===== src/rtl/cla_seq_pkg.sv =====
// ---------------------------------------------------------------------------
// cla_seq_pkg
//   Shared types and helpers for the sliced sequential adder.
//   - cla_seq_state_t : sequencer FSM state encoding (IDLE, RUN, DONE)
//   - clog2()         : ceiling log2, used to size the slice index register
// ---------------------------------------------------------------------------
package cla_seq_pkg;

    typedef enum logic [1:0] {
        IDLE = 2'd0,
        RUN  = 2'd1,
        DONE = 2'd2
    } cla_seq_state_t;

    // Ceiling log2; clog2(1) == 0, so callers must clamp to a minimum width of 1.
    function automatic int unsigned clog2(input int unsigned value);
        int unsigned v;
        int unsigned r;
        v = (value > 0) ? value - 1 : 0;
        r = 0;
        while (v > 0) begin
            v = v >> 1;
            r = r + 1;
        end
        return r;
    endfunction

endpackage : cla_seq_pkg


===== src/rtl/cla_seq_adder_cla.sv =====
// ---------------------------------------------------------------------------
// cla_adder
//   Combinational WIDTH-bit adder built from BLOCK_SIZE-bit carry-lookahead
//   groups. Inside a group every carry is computed in expanded
//   generate/propagate form from the group carry-in; group carry-outs are
//   chained between groups.
// Ports
//   a, b  in  WIDTH  addends
//   cin   in  1      carry into bit 0
//   sum   out WIDTH  a + b + cin (low WIDTH bits)
//   cout  out 1      carry out of bit WIDTH-1
// ---------------------------------------------------------------------------
module cla_adder #(
    parameter int unsigned WIDTH      = 32,
    parameter int unsigned BLOCK_SIZE = 4
) (
    input  logic [WIDTH-1:0] a,
    input  logic [WIDTH-1:0] b,
    input  logic             cin,
    output logic [WIDTH-1:0] sum,
    output logic             cout
);

    localparam int unsigned NUM_BLOCKS = WIDTH / BLOCK_SIZE;

    logic [WIDTH-1:0] g;
    logic [WIDTH-1:0] p;
    logic [WIDTH:0]   carry;

    assign g = a & b;
    assign p = a ^ b;

    always_comb begin
        logic cj;
        logic pp;
        carry    = '0;
        carry[0] = cin;
        cj       = 1'b0;
        pp       = 1'b0;
        for (int unsigned blk = 0; blk < NUM_BLOCKS; blk++) begin
            for (int unsigned j = 1; j <= BLOCK_SIZE; j++) begin
                // c[base+j] = P[base..base+j-1]&c[base] | OR_k G[base+k]&P[base+k+1..base+j-1]
                cj = carry[blk*BLOCK_SIZE];
                for (int unsigned k = 0; k < j; k++) begin
                    cj = cj & p[blk*BLOCK_SIZE + k];
                end
                for (int unsigned k = 0; k < j; k++) begin
                    pp = g[blk*BLOCK_SIZE + k];
                    for (int unsigned m = k + 1; m < j; m++) begin
                        pp = pp & p[blk*BLOCK_SIZE + m];
                    end
                    cj = cj | pp;
                end
                carry[blk*BLOCK_SIZE + j] = cj;
            end
        end
    end

    assign sum  = p ^ carry[WIDTH-1:0];
    assign cout = carry[WIDTH];

endmodule : cla_adder


===== src/rtl/cla_seq_adder.sv =====
// ---------------------------------------------------------------------------
// cla_seq_adder
//   Adds two OP_WIDTH-bit operands over NUM_SLICES cycles on one shared
//   SLICE_WIDTH-bit cla_adder, LSB slice first, carrying each slice's
//   carry-out into the next. Valid/ready on both the request and result side.
//   Optional feature macro: CLA_SEQ_SUB_EN adds in_sub (A - B, cout = no borrow).
// Ports
//   clk        in   1         rising-edge clock
//   rst_n      in   1         asynchronous active-low reset
//   in_valid   in   1         operand request
//   in_ready   out  1         high only in IDLE
//   in_a/in_b  in   OP_WIDTH  operands, captured at accept
//   in_cin     in   1         carry-in to slice 0
//   in_sub     in   1         subtract select (CLA_SEQ_SUB_EN only)
//   out_valid  out  1         result available (DONE)
//   out_ready  in   1         consumer accepts the result
//   out_sum    out  OP_WIDTH  result, held until overwritten by the next op
//   out_cout   out  1         carry-out of the top slice
//   busy       out  1         high in RUN or DONE
// ---------------------------------------------------------------------------
module cla_seq_adder
    import cla_seq_pkg::*;
#(
    parameter int unsigned OP_WIDTH    = 128,
    parameter int unsigned SLICE_WIDTH = 32
) (
    input  logic                clk,
    input  logic                rst_n,
    input  logic                in_valid,
    output logic                in_ready,
    input  logic [OP_WIDTH-1:0] in_a,
    input  logic [OP_WIDTH-1:0] in_b,
    input  logic                in_cin,
`ifdef CLA_SEQ_SUB_EN
    input  logic                in_sub,
`endif
    output logic                out_valid,
    input  logic                out_ready,
    output logic [OP_WIDTH-1:0] out_sum,
    output logic                out_cout,
    output logic                busy
);

    localparam int unsigned NUM_SLICES = OP_WIDTH / SLICE_WIDTH;
    localparam int unsigned IDX_W      = (clog2(NUM_SLICES) < 1) ? 1 : clog2(NUM_SLICES);
    localparam logic [IDX_W-1:0] LAST_IDX = IDX_W'(NUM_SLICES - 1);

    if ((SLICE_WIDTH == 0) || (OP_WIDTH % SLICE_WIDTH != 0) ||
        (SLICE_WIDTH % 4 != 0) || (NUM_SLICES < 1)) begin : g_bad_params
        $error("cla_seq_adder: OP_WIDTH must be a multiple of SLICE_WIDTH and SLICE_WIDTH a multiple of 4");
    end

    cla_seq_state_t state_q, state_d;
    logic [IDX_W-1:0]                         idx_q, idx_d;
    logic                                     carry_q, carry_d;
    logic                                     cout_q, cout_d;
    logic [NUM_SLICES-1:0][SLICE_WIDTH-1:0]   a_q, a_d;
    logic [NUM_SLICES-1:0][SLICE_WIDTH-1:0]   b_q, b_d;
    logic [NUM_SLICES-1:0][SLICE_WIDTH-1:0]   sum_q, sum_d;

    logic [SLICE_WIDTH-1:0] slice_sum;
    logic                   slice_cout;

    cla_adder #(
        .WIDTH      (SLICE_WIDTH),
        .BLOCK_SIZE (4)
    ) u_cla (
        .a    (a_q[idx_q]),
        .b    (b_q[idx_q]),
        .cin  (carry_q),
        .sum  (slice_sum),
        .cout (slice_cout)
    );

    always_ff @(posedge clk or negedge rst_n) begin
        if (!rst_n) begin
            state_q <= IDLE;
            idx_q   <= '0;
            carry_q <= 1'b0;
            cout_q  <= 1'b0;
            a_q     <= '0;
            b_q     <= '0;
            sum_q   <= '0;
        end else begin
            state_q <= state_d;
            idx_q   <= idx_d;
            carry_q <= carry_d;
            cout_q  <= cout_d;
            a_q     <= a_d;
            b_q     <= b_d;
            sum_q   <= sum_d;
        end
    end

    always_comb begin
        state_d = state_q;
        idx_d   = idx_q;
        carry_d = carry_q;
        cout_d  = cout_q;
        a_d     = a_q;
        b_d     = b_q;
        sum_d   = sum_q;

        unique case (state_q)
            IDLE: begin
                if (in_valid) begin
                    a_d   = in_a;
                    idx_d = '0;
`ifdef CLA_SEQ_SUB_EN
                    // A - B computed as A + ~B + 1; in_cin is ignored when subtracting.
                    b_d     = in_sub ? ~in_b : in_b;
                    carry_d = in_sub ? 1'b1 : in_cin;
`else
                    b_d     = in_b;
                    carry_d = in_cin;
`endif
                    state_d = RUN;
                end
            end
            RUN: begin
                sum_d[idx_q] = slice_sum;
                carry_d      = slice_cout;
                if (idx_q == LAST_IDX) begin
                    // idx stays on the last slice; only a new accept resets it.
                    cout_d  = slice_cout;
                    state_d = DONE;
                end else begin
                    idx_d = idx_q + 1'b1;
                end
            end
            DONE: begin
                if (out_ready) begin
                    state_d = IDLE;
                end
            end
            default: begin
                state_d = IDLE;
            end
        endcase
    end

    assign in_ready  = (state_q == IDLE);
    assign out_valid = (state_q == DONE);
    assign busy      = (state_q != IDLE);
    assign out_sum   = sum_q;
    assign out_cout  = cout_q;

endmodule : cla_seq_adder


===== config.mk =====
export PLATFORM = sky130hd
export DESIGN_NAME = cla_seq_adder
export DESIGN_NICKNAME = d
export VERILOG_FILES = /design/src/rtl/cla_seq_pkg.sv /design/src/rtl/cla_seq_adder_cla.sv /design/src/rtl/cla_seq_adder.sv
export SDC_FILE = /design/constraint.sdc
export NUM_CORES = 1
export LEC_CHECK = 0
export BUFFER_PORTS_ARGS = -buffer_cell sky130_fd_sc_hd__buf_2
export CORE_ASPECT_RATIO = 1.25
export CORE_MARGIN = 2
export CORE_UTILIZATION = 45
export DETAILED_ROUTE_END_ITERATION = 7
export GPL_ROUTABILITY_DRIVEN = 0
export PLACE_DENSITY = 0.68
export SYNTH_ARGS = -nofsm -noshare
export SYNTH_HDL_FRONTEND = slang
export SYNTH_SLANG_ARGS = --single-unit

===== constraint.sdc =====
create_clock -name clk -period 16.2 [get_ports clk]
set_input_delay 0.81 -clock clk [delete_from_list [all_inputs] [get_ports clk]]
set_output_delay 0.81 -clock clk [all_outputs]
set_load 0.01 [all_outputs]

# Word level (Yosys, flattened, before mapping)
# Cells that the tools add are included.
[classes] addsub=1 magnitude_cmp=2 eq_ne=7 muxes=16 bitwise_logic=163 reduce_logical=9
[op_table] op="$bmux W32 S2" count=2
[op_table] op="$bwmux W128" count=1
[op_table] op="$mux W32" count=3
[op_table] op="$and A1 B1 Y1" count=80
[op_table] op="$or A1 B1 Y1" count=80
[op_table] op="$demux W32 S2" count=1
[op_table] op="$xor A32 B32 Y32" count=2
[op_table] op="$and A32 B32 Y32" count=1
[op_table] op="$mux W2" count=5
[op_table] op="$ne A2 B2 Y1 const B" count=3
[op_table] op="$pmux W2 S3" count=1
[op_table] op="$reduce_and A2 Y1" count=3
[op_table] op="$reduce_and A3 Y1" count=2
[op_table] op="$eq A2 B2 Y1 const B" count=2
[op_table] op="$pmux W2 S2" count=1
[op_table] op="$reduce_bool A2 Y1" count=2
[op_table] op="$lt A2 B3 Y1 const B" count=1
[op_table] op="$add A2 B1 Y2 const B" count=1
[op_table] op="$eq A2 B1 Y1 const B" count=1
[op_table] op="$ge A2 B1 Y1 const B" count=1
[op_table] op="$logic_not A2 Y1" count=1
[op_table] op="$ne A2 B1 Y1 const B" count=1
[op_table] op="$pmux W1 S2" count=1
[op_table] op="$logic_and A1 B1 Y1" count=1
[op_table] op="$mux W1" count=1
[totals] reg_bits=390 inputBits=261 out_inout_bits=132 wordCells=214

# Depth between registers and ports, before layout
[depth] word_depth=68 depth_mapped=35 depth_no_buf=34

# Hierarchy
# Synthesis repeated with hierarchy kept, for this count alone.
[unflattened] hier_cells=1050 area_unflattened_um2=18301.3
[by_module_without_submodules] module="cla_seq_adder" instances=1 cells_each=930 area_per_inst_um2=17150.2 seq_area_each_um2=9759.4
[by_module_without_submodules] module="cla_adder" instances=1 cells_each=120 area_per_inst_um2=1151.1 seq_area_each_um2=0.0

# Least setup slack after synthesis
# No wires, ideal clock.
[synth_timing] kind="flip-flop to flip-flop" start="reg idx_q[0]" end="reg cout_q (netlist: out_cout)" setup_ns=0.124 arrival_time_ns=9.579 t_required_ns=16.076 setup_slack_ns=6.497 path_stages_with_launch=36 n_path_buf=2 period_less_slack_ns=9.703 cell_sequence="dfrtp_1 -> buf_4 -> buf_2 -> mux4_2 -> ha_1 -> o211a_1 -> o31a_1 -> or2_2 -> ha_1 -> o211a_1 -> o31a_1 -> or2_2 -> ha_1 -> o211a_1 -> o31a_1 -> or2_2 -> ha_1 -> o211a_1 -> o31a_1 -> or2_2 -> ha_1 -> o211a_1 -> o31a_1 -> or2_2 -> ha_1 -> o211a_1 -> o31a_1 -> or2_2 -> ha_1 -> o211a_1 -> o31a_1 -> or2_2 -> ha_1 -> o211ai_1 -> a21boi_1 -> o31a_1"
[synth_between] elab_chain_len=67 word_cells_on_any_way=120 classes_between="eq/ne (1); mux (4); bitwise (114); reduce/logical (1)"
[synth_lines] element="from (decl)" line="cla_seq_adder.sv:54" rtl="logic [IDX_W-1:0] idx_q, idx_d;"
[synth_lines] element="from (signal assigned)" line="cla_seq_adder.sv:86" rtl="idx_q <= idx_d;"
[synth_lines] element="$bmux W32 S2 (on tied branches)" line="cla_seq_adder.sv:68, cla_seq_adder.sv:69"
[synth_lines] element="$mux W32 (on tied branches)" line="cla_seq_adder.sv:68, cla_seq_adder.sv:69"
[synth_lines] element="$xor A32 B32 Y32" line="cla_seq_adder_cla.sv:31" rtl="assign p = a ^ b;"
[synth_lines] element="$and A1 B1 Y1 (4 in a row)" line="cla_seq_adder_cla.sv:45" rtl="cj = cj & p[blk*BLOCK_SIZE + k];"
[synth_lines] element="$or A1 B1 Y1 (4 in a row)" line="cla_seq_adder_cla.sv:52" rtl="cj = cj | pp;"
[synth_lines] element="$and A1 B1 Y1 (4 in a row)" line="cla_seq_adder_cla.sv:45"
[synth_lines] element="$or A1 B1 Y1 (4 in a row)" line="cla_seq_adder_cla.sv:52"
[synth_lines] element="$and A1 B1 Y1 (4 in a row)" line="cla_seq_adder_cla.sv:45"
[synth_lines] element="[12 not listed]"
[synth_lines] element="$and A1 B1 Y1 (4 in a row)" line="cla_seq_adder_cla.sv:45"
[synth_lines] element="$or A1 B1 Y1 (4 in a row)" line="cla_seq_adder_cla.sv:52"
[synth_lines] element="$and A1 B1 Y1 (4 in a row)" line="cla_seq_adder_cla.sv:45"
[synth_lines] element="$or A1 B1 Y1 (4 in a row)" line="cla_seq_adder_cla.sv:52"
[synth_lines] element="$and A1 B1 Y1 (4 in a row)" line="cla_seq_adder_cla.sv:45"
[synth_lines] element="$or A1 B1 Y1 (4 in a row)" line="cla_seq_adder_cla.sv:52"
[synth_lines] element="$and A1 B1 Y1 (4 in a row)" line="cla_seq_adder_cla.sv:45"
[synth_lines] element="$or A1 B1 Y1 (4 in a row)" line="cla_seq_adder_cla.sv:52"
[synth_lines] element="to (signal assigned)" line="cla_seq_adder.sv:88" rtl="cout_q <= cout_d;"
[synth_lines] element="to (decl)" line="cla_seq_adder.sv:56" rtl="logic cout_q, cout_d;"
# Several ways; a longest one is shown, not always the timed one. The select of a mux whose other input is x is not followed.
# A chain may end at the register's enable or synchronous reset.

# Final worst setup path
[layout_timing] start="reg idx_q[0]" end="reg sum_q, in the netlist out_sum[63]"
[layout_between] elab_chain_len=67 word_cells_on_any_way=120 classes_between="order compare (2); mux (7); bitwise (110); reduce/logical (1)"
[layout_lines] element="$bmux W32 S2 (on tied branches)" line="cla_seq_adder.sv:68, cla_seq_adder.sv:69"
[layout_lines] element="$mux W32 (on tied branches)" line="cla_seq_adder.sv:68, cla_seq_adder.sv:69"
[layout_lines] element="$xor A32 B32 Y32" line="cla_seq_adder_cla.sv:31"
[layout_lines] element="$and A1 B1 Y1 (4 in a row)" line="cla_seq_adder_cla.sv:45"
[layout_lines] element="$or A1 B1 Y1 (4 in a row)" line="cla_seq_adder_cla.sv:52"
[layout_lines] element="$and A1 B1 Y1 (4 in a row)" line="cla_seq_adder_cla.sv:45"
[layout_lines] element="$or A1 B1 Y1 (4 in a row)" line="cla_seq_adder_cla.sv:52"
[layout_lines] element="$and A1 B1 Y1 (4 in a row)" line="cla_seq_adder_cla.sv:45"
[layout_lines] element="[20 not listed]"
[layout_lines] element="$and A1 B1 Y1 (4 in a row)" line="cla_seq_adder_cla.sv:45"
[layout_lines] element="$or A1 B1 Y1 (4 in a row)" line="cla_seq_adder_cla.sv:52"
[layout_lines] element="$and A1 B1 Y1 (4 in a row)" line="cla_seq_adder_cla.sv:45"
[layout_lines] element="$or A1 B1 Y1 (4 in a row)" line="cla_seq_adder_cla.sv:52"
[layout_lines] element="$and A1 B1 Y1 (3 in a row)" line="cla_seq_adder_cla.sv:45"
[layout_lines] element="$or A1 B1 Y1 (3 in a row)" line="cla_seq_adder_cla.sv:52"
[layout_lines] element="$xor A32 B32 Y32" line="cla_seq_adder_cla.sv:59" rtl="assign sum = p ^ carry[WIDTH-1:0];"
[layout_lines] element="$bwmux W128 (*)" line="cla_seq_adder.sv:121" rtl="sum_d[idx_q] = slice_sum;"
[layout_lines] element="to (signal assigned)" line="cla_seq_adder.sv:91" rtl="sum_q <= sum_d;"
[layout_lines] element="to (decl)" line="cla_seq_adder.sv:59" rtl="logic [NUM_SLICES-1:0][SLICE_WIDTH-1:0] sum_q, sum_d;"
# Mark *: on every way between the ends. The rest lies on a longest branch, timed or not. The select of a mux whose other input is x is not followed.

==> metrics.txt <==
outcome=finished clean; clk_skew=0.01869 ns; syn nets=1,473; DRT Wirelength=42,580 um; Die Wd=179.2 um; synth unique cells=35; setup tns final=0 ns; number of placed instances, taps included=1,988; first-pass GRT wire length=64,950 um; Leakage=9.613 nW; Remaining DRCs=0; PwrDens=263.1 nW/um^2; Slowest-stage cell, CP=dfrtp_4; fin crit share=66.50%; clock latency on the worst-skew pair=0.54 ns; post-route minimum period=10.77 ns; top-count cell post-synth=dfrtp_1; Bufs and invs on worst path=0; vias in the first global route=11,230; HP Class=input port to asynchronous set/reset pin; TritonCTS buffer count=40; clk buf depth=3; R2R Setup Slk=5.43 ns; Post-synth EDFFs=0; peak supply drop=0.0001407 V; post-route cell area=20,760 sq um; met2 wire len=20,680 um; DR iter-0 viols=653; wire length per cell=20.63 um; routed vias=10,970; endpoints failing setup=0; Max Slew Vio Count=0; total power=0.005462 W; Antenna Violating Nets Remaining=0; Max-slew headroom=27.95%; CTS resizes=0; fin cells=2,064; CP Launch Type=register; Clock Sinks=390; Cell Area, Synth=17,270 sq um; WL met3=2715 um; starting density of the core=45.41%; synthesis-to-layout area growth=20.17%; core box area=38,040 sq um; pre-CTS WS=5.474 ns; detail-routed via count per cell=5.315; CP top delay family=compound AO/OA/AOI/OAI gates; Max-cap violations=0; ys async rst share=100.0%; WL met1=17,850 um; post-synth top area cell=dfrtp_1; final setup margin=5.427 ns; share of cells above drive strength 1=52.78%; Clk pin slew, worst setup/hold paths=0.06 ns; pin count of the biggest net entering global routing=163; Final #Nets=1,851; Post-CTS Setup Bufs=0; worst-margin pin slew=1.081 ns; worst r2r path cells=34; root buffer cell=clkbuf_16; ranking of synthesized cells by area=dfrtp_1 57%, mux2_2 19%, mux4_2 8.3%; Fin. Hold Viols=0; Rows=80; synthesized-area fraction occupied by adder cells=4.114%; FF-to-FF Start=idx_q[0]; hold-fix buffer count after cts=0; Buffers on Ports=392; main combinational cell family by area after synthesis=multiplexers; area share of the largest cell type after synthesis=56.50%; highest clock rate=92.82 MHz; R2R Path End=out_sum[63]; H-tree levels=2; Primary FF master, synth=dfrtp_1; top sig layer=met5; synth cell count leaders=390 x dfrtp_1, 285 x mux2_2, 101 x nand2_1; Total GRT Usage=21.34%; Synth Area in Compound Gates=5.208%; HPWL Detailed=31,060 um; number of synthesized register bits=390; initial antenna violation count=11; WP depth=34; Ports=393; CP max stage delay=0.83 ns; multiplexer share of the synthesized area=27.04%; Placement Cell Area=19,480 sq um; Mapped Cells=1,160; Setup Crit Path Kind=register to register; Yosys warnings=0; die area=39,980 sq um; crit-path max FO=29; Setup crit end kind=register; Critical Path AT=11.20 ns; most used cell, CP=ha_1; DR pass1 iterations=4; Syn Area/Cell=14.89 sq um; post-synthesis simple-gate area fraction=3.702%; CTS tree=yes; chip height=223.0 um; grt total ovfl=0; unrepaired setup endpoints after global routing=no; CP required=16.63 ns; register area share after synthesis=56.50%; xor and xnor area share after synthesis=0.4057%
[cell usage in the layout, fill, tap and decap left out, types with 2 or more instances in the layout]
| cell type | count |
|---|---|
| nor2_1 | 9 |
| clkbuf_16 | 41 |
| buf_2 | 391 |
| buf_4 | 11 |
| o21ai_0 | 76 |
| mux4_2 | 64 |
| mux2_2 | 285 |
| or2_2 | 10 |
| nand2b_1 | 3 |
| a211o_1 | 7 |
| xnor2_1 | 7 |
| o211a_1 | 7 |
| clkbuf_1 | 8 |
| and2_1 | 7 |
| clkinvlp_4 | 2 |
| dfrtp_1 | 388 |
| a22o_1 | 3 |
| nand2_1 | 101 |
| bufinv_16 | 2 |
| mux2i_1 | 2 |
| dfrtp_4 | 2 |
| ha_1 | 44 |
| inv_1 | 8 |
| o31a_1 | 8 |
| diode_2 | 9 |
| o211ai_1 | 2 |
| fa_1 | 8 |
| nand3b_1 | 4 |
| clkinv_2 | 7 |
| nor4_1 | 7 |
| o31ai_1 | 32 |
| clkbuf_8 | 6 |
[stage by stage]
step           utilization (%)  hold WS, ns
2_1_floorplan                -       0.4751
3_3_place_gp             51.21       0.4552
3_5_place_dp             51.21       0.4646
4_1_cts                  54.51       0.3646
5_1_grt                  54.57       0.3978
6_report                 54.57       0.3449
[logic make-up (layout without fill, tap and decap cells)]
kind of cell / after synthesis / in the layout
simple gates: 143 / 143
mux: 351 / 351
flops: 390 / 390
other cells: 0 / 9
compound gates: 140 / 140
buf+inv: 76 / 479
fa+ha+maj: 52 / 52
xor+xnor: 8 / 8
[per-layer routing]
| metal | GRT usage (%) | vias to the layer above |
|---|---|---|
| li1 | - | 4995 |
| met1 | 28.70 | 5578 |
| met2 | 34.47 | 317 |
| met3 | 4.260 | 77 |
| met4 | 7.648 | 4 |
| met5 | 0 | - |
[report_power, final]
group	leakage, nW	switching [W]	total (W)	internal (W)
combinational	4.33	0.00149	0.00278	0.00130
clock	0.618	0.000378	0.000899	0.000522
sequential	4.66	0.000291	0.00178	0.00149
total	9.61	0.00215	0.00546	0.00331
[sequential cells by signal, indices dropped and copies added (netlist names)]
| name | cells |
|---|---|
| a_q | 128 |
| out_cout | 1 |
| state_q | 2 |
| idx_q | 2 |
| out_sum | 128 |
| carry_q | 1 |
| b_q | 128 |
[area by class of cell]
| cell class | instances | area [sq um] |
|---|---|---|
| antenna | 9 | 22.52 |
| clock buffer | 55 | 1139 |
| inverter | 8 | 30.03 |
| multi-input combinational | 694 | 6990 |
| sequential | 390 | 9767 |
| tap | 492 | 615.6 |
| timing repair buffer | 404 | 2074 |
| fill | 3208 | 17280 |
| clock inverter | 12 | 118.9 |
[worst max-delay path by stage]
stage / startpoint / to / slack (ns)
6_report: idx_q[0] / out_sum[63] / 5.43
5_1_grt: idx_q[0] / out_sum[63] / 4.89
4_1_cts: idx_q[0] / out_sum[63] / 5.39
3_5_place_dp: idx_q[0] / out_sum[63] / 5.47
3_3_place_gp: idx_q[0] / out_cout / 5.59
2_1_floorplan: idx_q[0] / out_cout / 6.50
[worst register-to-register path, delay by kind of cell, from the launching register on]
family                     cells  cell delay, ns
AOI/OAI and AO/OA             17            4.94
adders and majority gates      9            1.97
DFF                            1            0.83
muxes                          1            0.62
and+or+nand+nor                7            2.30
No activity file was read; power rests on OpenSTA's default activity.
